--- config.mk ---
export PLATFORM = sky130hd
export DESIGN_NAME = alu_pipe
export DESIGN_NICKNAME = d
export VERILOG_FILES = /design/src/rtl/alu_pipe.sv
export SDC_FILE = /design/constraint.sdc
export NUM_CORES = 1
export LEC_CHECK = 0
export ABC_CLOCK_PERIOD_IN_PS = 3260
export CORE_ASPECT_RATIO = 0.9
export CORE_MARGIN = 2
export CORE_UTILIZATION = 30
export CTS_CLUSTER_SIZE = 12
export DETAILED_ROUTE_END_ITERATION = 8
export GPL_TIMING_DRIVEN = 0
export PLACE_DENSITY = 0.45
export REMOVE_ABC_BUFFERS = 1
export SLEW_MARGIN = 20
export SYNTH_ARGS = -nofsm -noshare
export SYNTH_HDL_FRONTEND = slang
export SYNTH_SLANG_ARGS = --single-unit
--- constraint.sdc ---
create_clock -name clk -period 3.26 [get_ports clk]
set_clock_uncertainty 0.2 [all_clocks]
set_input_delay 0.326 -clock clk [delete_from_list [all_inputs] [get_ports clk]]
set_output_delay 0.326 -clock clk [all_outputs]
set_load 0.02 [all_outputs]
--- src/rtl/alu_pipe.sv ---
// -----------------------------------------------------------------------------
// alu_pipe -- two-stage pipelined ALU with valid/ready flow control.
//
// Stage 1 registers the operands and op select on an input handshake.
// Stage 2 computes the result from the stage-1 registers and registers the
// result together with CarryOut, Zero and Overflow. A beat accepted at edge N
// is presented with out_valid = 1 after edge N+1. Backpressure from the sink
// stalls the stages without dropping or duplicating beats.
//
// Ports
//   clk        rising-edge clock
//   rst        synchronous, active-high reset
//   in_valid   operand beat present
//   in_ready   block accepts a beat this cycle (depends on out_ready only)
//   A, B       operands, WIDTH bits
//   ALU_Sel    operation select (AND OR XOR ADD SUB NOT SHL SHR)
//   out_valid  result beat present
//   out_ready  sink accepts the result this cycle
//   ALU_Out    result, WIDTH bits
//   CarryOut   carry (ADD), borrow (SUB), shifted-out bit (SHL/SHR), else 0
//   Zero       ALU_Out == 0
//   Overflow   signed overflow for ADD/SUB, else 0
// -----------------------------------------------------------------------------
module alu_pipe #(
  parameter int WIDTH = 8
) (
  input  logic             clk,
  input  logic             rst,
  input  logic             in_valid,
  output logic             in_ready,
  input  logic [WIDTH-1:0] A,
  input  logic [WIDTH-1:0] B,
  input  logic [2:0]       ALU_Sel,
  output logic             out_valid,
  input  logic             out_ready,
  output logic [WIDTH-1:0] ALU_Out,
  output logic             CarryOut,
  output logic             Zero,
  output logic             Overflow
);

  typedef enum logic [2:0] {
    OP_AND = 3'b000,
    OP_OR  = 3'b001,
    OP_XOR = 3'b010,
    OP_ADD = 3'b011,
    OP_SUB = 3'b100,
    OP_NOT = 3'b101,
    OP_SHL = 3'b110,
    OP_SHR = 3'b111
  } alu_op_e;

  // Stage 1 state
  logic             s1_valid_q;
  logic [WIDTH-1:0] s1_a_q;
  logic [WIDTH-1:0] s1_b_q;
  alu_op_e          s1_sel_q;

  // Stage 2 state (drives the outputs directly)
  logic             s2_valid_q;
  logic [WIDTH-1:0] s2_res_q;
  logic             s2_carry_q;
  logic             s2_zero_q;
  logic             s2_ovf_q;

  // Stage 2 next-state from the ALU
  logic [WIDTH-1:0] res_d;
  logic             carry_d;
  logic             zero_d;
  logic             ovf_d;

  logic             s1_adv;
  logic             s2_adv;
  logic [WIDTH:0]   sum;
  logic [WIDTH:0]   diff;

  // A stage may load when it is empty or its contents leave this edge.
  assign s2_adv   = !s2_valid_q || out_ready;
  assign s1_adv   = !s1_valid_q || s2_adv;
  assign in_ready = s1_adv;

  // Extra MSB of the widened sum is the carry; of the widened difference it
  // is the borrow (set exactly when A < B unsigned).
  assign sum  = {1'b0, s1_a_q} + {1'b0, s1_b_q};
  assign diff = {1'b0, s1_a_q} - {1'b0, s1_b_q};

  // NOTE: every signal written here gets a default first, so no path through
  // the case leaves a value unassigned and no latch is inferred.
  always_comb begin
    res_d   = '0;
    carry_d = 1'b0;
    ovf_d   = 1'b0;
    unique case (s1_sel_q)
      OP_AND: res_d = s1_a_q & s1_b_q;
      OP_OR:  res_d = s1_a_q | s1_b_q;
      OP_XOR: res_d = s1_a_q ^ s1_b_q;
      OP_ADD: begin
        res_d   = sum[WIDTH-1:0];
        carry_d = sum[WIDTH];
        ovf_d   = (s1_a_q[WIDTH-1] == s1_b_q[WIDTH-1]) &&
                  (sum[WIDTH-1] != s1_a_q[WIDTH-1]);
      end
      OP_SUB: begin
        res_d   = diff[WIDTH-1:0];
        carry_d = diff[WIDTH];
        ovf_d   = (s1_a_q[WIDTH-1] != s1_b_q[WIDTH-1]) &&
                  (diff[WIDTH-1] != s1_a_q[WIDTH-1]);
      end
      OP_NOT: res_d = ~s1_a_q;
      OP_SHL: begin
        res_d   = {s1_b_q[WIDTH-2:0], 1'b0};
        carry_d = s1_b_q[WIDTH-1];
      end
      OP_SHR: begin
        res_d   = {1'b0, s1_b_q[WIDTH-1:1]};
        carry_d = s1_b_q[0];
      end
      default: ;
    endcase
    zero_d = (res_d == '0);
  end

  // NOTE: sequential state uses non-blocking assignments so every register
  // samples the pre-edge value of the others, independent of statement order.
  // NOTE: the stage-1 operand registers are not reset; they are only ever
  // observed through s1_valid_q, which is.
  always_ff @(posedge clk) begin
    if (rst) begin
      s1_valid_q <= 1'b0;
    end else if (s1_adv) begin
      s1_valid_q <= in_valid;
      if (in_valid) begin
        s1_a_q   <= A;
        s1_b_q   <= B;
        s1_sel_q <= alu_op_e'(ALU_Sel);
      end
    end
  end

  // Stage 2 reloads whenever it may advance, even from an empty stage 1;
  // the data is then don't-care and qualified off by s2_valid_q.
  always_ff @(posedge clk) begin
    if (rst) begin
      s2_valid_q <= 1'b0;
      s2_res_q   <= '0;
      s2_carry_q <= 1'b0;
      s2_zero_q  <= 1'b0;
      s2_ovf_q   <= 1'b0;
    end else if (s2_adv) begin
      s2_valid_q <= s1_valid_q;
      s2_res_q   <= res_d;
      s2_carry_q <= carry_d;
      s2_zero_q  <= zero_d;
      s2_ovf_q   <= ovf_d;
    end
  end

  assign out_valid = s2_valid_q;
  assign ALU_Out   = s2_res_q;
  assign CarryOut  = s2_carry_q;
  assign Zero      = s2_zero_q;
  assign Overflow  = s2_ovf_q;

endmodule

; ---- Yosys cells after proc, flatten, opt, wreduce, memory -nomap -nowiden
; Cells that the tools add are included.
[totals]
input_bits = 23
regBits = 32
[classes]
eq_ne = 11
bitwise_logic = 5
reduce_logical = 9
add_sub_neg = 2
n_mux = 3
[ops]
columns = cell, n
row1 = $pmux W8 S8, 1
row2 = $eq A3 B3 Y1 const B, 4
row3 = $add A8 B8 Y9, 1
row4 = $sub A8 B8 Y9, 1
row5 = $and A8 B8 Y8, 1
row6 = $logic_not A8 Y1, 1
row7 = $not A8 Y8, 1
row8 = $or A8 B8 Y8, 1
row9 = $xor A8 B8 Y8, 1
row10 = $eq A3 B2 Y1 const B, 2
row11 = $pmux W1 S4, 1
row12 = $eq A3 B1 Y1 const B, 1
row13 = $logic_not A3 Y1, 1
row14 = $ne A1 B1 Y1, 3
row15 = $reduce_and A3 Y1, 1
row16 = $logic_and A1 B1 Y1, 2
row17 = $logic_not A1 Y1, 2
row18 = $logic_or A1 B1 Y1, 2
row19 = $pmux W1 S2, 1
row20 = $eq A1 B1 Y1, 1
row21 = $not A1 Y1, 1

; ---- Logic depth before layout (Yosys ltp)
[depth]
depth_word = 4
depth_mapped = 11
ltp_nobuf = 11

; ---- Worst setup path after synthesis
; No wires, ideal clock.
[synth_path]
path_kind = reg2reg
start = register s1_a_q[0]
end = register s2_zero_q (netlist: Zero)
setup_ps = 59
arrival_ps = 2503
setup_slack_ps = 498
path_stages_with_launch = 12
period_less_slack_ps = 2762
cell_sequence = edfxtp_1 > inv_1 > ha_1 > inv_1 > fa_1 > nor2_1 > a21oi_1 > mux4_2 > o21a_1 > or4b_1 > nor3_2 > a22o_1
[synth_between]
elab_chain_cells = 3
elab_cells_between_ends = 8
cone_classes = add/sub (2) / mux (1) / bitwise (4) / reduce/logical (1)
[synth_lines]
columns = element, line_no
row1 = start: declaration, 55  ; logic [WIDTH-1:0] s1_a_q;
row2 = start signal: assignment, 133  ; s1_a_q <= A;
row3 = $sub A8 B8 Y9 (tied with other cells), 85  ; assign diff = {1'b0, s1_a_q} - {1'b0, s1_b_q};
row4 = $pmux W8 S8 (*), 93  ; unique case (s1_sel_q)
row5 = $logic_not A8 Y1 (*), 120  ; zero_d = (res_d == '0);
row6 = end signal: assignment, 153  ; s2_zero_q <= zero_d;
row7 = end: declaration, 63  ; logic s2_zero_q;
; Mark *: on every way between the ends. The rest lies on a longest branch, timed or not.
; A chain may end at the register's enable or synchronous reset.

; ---- Final worst setup path
; Ends and elaborated chain as after synthesis.

==> impl_metrics.yaml <==
outcome:
  outcome: "finished, final reports clean"
power_and_ir_drop:
  p_total_mw: 1.078
  pwr-share-comb_pct: 23.5
  p_leak_nw: 1.251
  p_seq_share_pct: 44.3
  swShare_pct: 28.66
  switchingPower_mw: 0.3088
  ir_worst_vdd_uv: 156.3
  powerDensity_mw_per_mm2: 346.8
  intPower_mw: 0.7687
  power.share.clock_pct: 32.3
synthesis:
  netlist_instances: 288
  synth_compound_area_share_pct: 21.22
  synth_simple_gate_area_share_pct: 18.66
  synthAdderAreaFrac_pct: 13.11
  synthMuxAreaShare_pct: 5.834
  synth-seq-cells: 32
  synth-xor-area-share_pct: 0.3375
  synth_top_family_by_area: "compound AO/OA/AOI/OAI gates"
  yosysWarnings: 0
  synth.distinct_cells: 62
  synth_edf_count: 19
  netlist_area_mm2: 0.002595
  ys_async_sr_fraction_pct: 0
  synth_seq_area_share_pct: 32.02
  synth_top_flop_cell: "edfxtp_1"
  synth_area_per_cell_um2: 9.010
global_route:
  busiest_layer: "met2"
  antenna_found_initial: 0
  grt_use_met2_pct: 22.48
  grt_pass1_wl_um: 10850
  use_met3_pct: 2.668
  grt-ovfl-total: 0
  grt_max_degree: 27
  grtUsageMet1_pct: 21.02
  grtUsageTotal_pct: 14.69
  first_global_vias: 2161
job:
  cap_violations: 0
timing:
  fin_crit_sh_pct: 94.20
  relSlewSlack_pct: 39.06
  tightest_slew_ns: 0.9142
  setup_slack_ns: 0.1891
  hold_violations: 0
  finalSetupViolCount: 0
  post-route-min-period_ns: 3.071
  drv_slew: 0
  fmax_mhz: 325.6
  rsz0062_at_grt: "false"
  finalHoldWorstSlack_ns: 0.2550
  tns_ns: 0
detailed_routing:
  viasPerCell: 4.878
  ant_nets: 0
  drtPass1Iterations: 4
  post_drt_wl_per_cell_um: 14.68
  first_iter_violations: 99
  wirelength_um: 6372
  vias: 2117
  drc_errors: 0
final_layout:
  drive_gt1_share_pct: 8.571
  nets: 363
  layout_commonest_cell: "nand2_1"
  n_antenna_cell: 0
  design_area_mm2: 0.003107
  final_cell_mix: "nand2_1 (36), clkdlybuf4s50_1 (35), a21oi_1 (26)"
  area_growth_pct: 19.72
floorplanning:
  fp.dieH_um: 92.23
  row_count: 32
  die_x_um: 102.0
  start_util_pct: 30.57
  core_region_area_mm2: 0.008488
  die-area_mm2: 0.009411
  io-pin-count: 36
clock_tree:
  clk_latency_ns: 0.28
  cts_tree: "done"
  htreeDepth: 2
  cts_root_buf: "clkbuf_8"
  clkSlewWorstSetupHoldPaths_ns: 0.07
  clock_path_buffers: 2
  numCtsBuffers: 5
  clock-sinks: 32
setup_path:
  end_kind: "register"
  path_class: "register to register"
  required_ns: 3.29
  reg2regPathDepth: 11
  cp_max_fo: 3
  cp-start-kind: "register"
  cp.arrival_ns: 3.10
placement:
  place_area_mm2: 0.002994
  routabilityCongestion: 0.8291
  preCtsSetupSlack_ns: 0.1295
  dp_hpwl_um: 4862
  io_buffers: 35
min_path:
  hp-class: "register to register"
  hold_depth: 2
==> final cells by class <==
type                            count  area, um^2
Inverter                           23       86.33
Fill cell                         888        5381
Sequential cell                    32       830.8
Timing Repair Buffer               38       400.4
Clock buffer                        8       100.1
Tap cell                          119       148.9
Multi-Input combinational cell    214        1540
==> power by group through the flow <==
stage	logic (mW)	registers, mW	clock network, mW
6_report	0.253	0.477	0.348
5_1_grt	0.282	0.481	0.374
4_1_cts	0.253	0.478	0.355
3_5_place_dp	0.251	0.486	0
3_3_place_gp	0.241	0.493	0
2_1_floorplan	0.139	0.497	0
==> synth_stat cells, drive strengths merged (3+ instances only) <==
library cell / number / share of area (%)
nand2: 36 / 5.2
a21oi: 26 / 5.0
ha: 24 / 12
inv: 23 / 3.3
edfxtp: 19 / 22
nor2: 18 / 2.6
dfxtp: 13 / 10
o21ai: 11 / 2.1
buf: 10 / 3.8
nor3: 10 / 2.1
clkbuf: 9 / 1.7
o211ai: 6 / 1.7
mux2i: 5 / 1.9
nand3: 5 / 0.96
o22a: 5 / 1.7
nand2b: 4 / 1.3
nor2b: 4 / 0.96
a21o: 3 / 0.87
a31oi: 3 / 0.72
mux2: 3 / 1.3
mux4: 3 / 2.6
o21bai: 3 / 0.87
or3: 3 / 0.72
==> logic make-up after synthesis <==
group | count (synthesis)
buf+inv | 42
flops | 32
fa+ha+maj | 26
simple gates | 95
compound gates | 81
mux | 11
xor+xnor | 1
==> critical path: stages (launching register included) <==
cell and delay [ns]:
edfxtp_1 0.41, inv_1 0.12, ha_1 0.19, inv_1 0.06, fa_1 0.43, nor2_1 0.11, a21oi_1 0.05, mux4_2 0.47
o21a_1 0.16, or4b_1 0.50, nor3_2 0.15, a22o_1 0.15
==> timing repair <==
| item | 4_1_cts | 5_1_grt |
|---|---|---|
| resized for setup | 0 | 1 |
| hold buffers | 0 | 0 |
| buffers inserted | 0 | 1 |
| setup endpoints to repair | 0 | 2 |
==> registers in the layout, indices dropped and copies added (netlist names) <==
| name | cells |
|---|---|
| ALU_Out | 8 |
| CarryOut | 1 |
| Overflow | 1 |
| Zero | 1 |
| out_valid | 1 |
| s1_a_q | 8 |
| s1_b_q | 8 |
| s1_sel_q | 3 |
| s1_valid_q | 1 |
==> stage by stage <==
step                util [%]  std cells
floorplan                  -        269
global placement       34.77        423
detailed placement     35.27        425
CTS                    36.45        433
global route           36.60        434
finish                 36.60        434
==> final timing paths <==
| kind | from | end | slack, ns |
|---|---|---|---|
| setup / recovery | s1_a_q[0] | Zero | 0.19 |
| hold / removal | ALU_Out[6] | ALU_Out[6] | 0.25 |
| setup reg to reg | s1_a_q[0] | Zero | 0.19 |
| hold reg to reg | ALU_Out[6] | ALU_Out[6] | 0.25 |
==> per-layer routing <==
metal	vias to the layer above	routed length, um
li1	1089	-
met1	983	3339
met2	37	2713
met3	8	239
met4	0	78
met5	-	0
No activity file was read; power rests on OpenSTA's default activity.
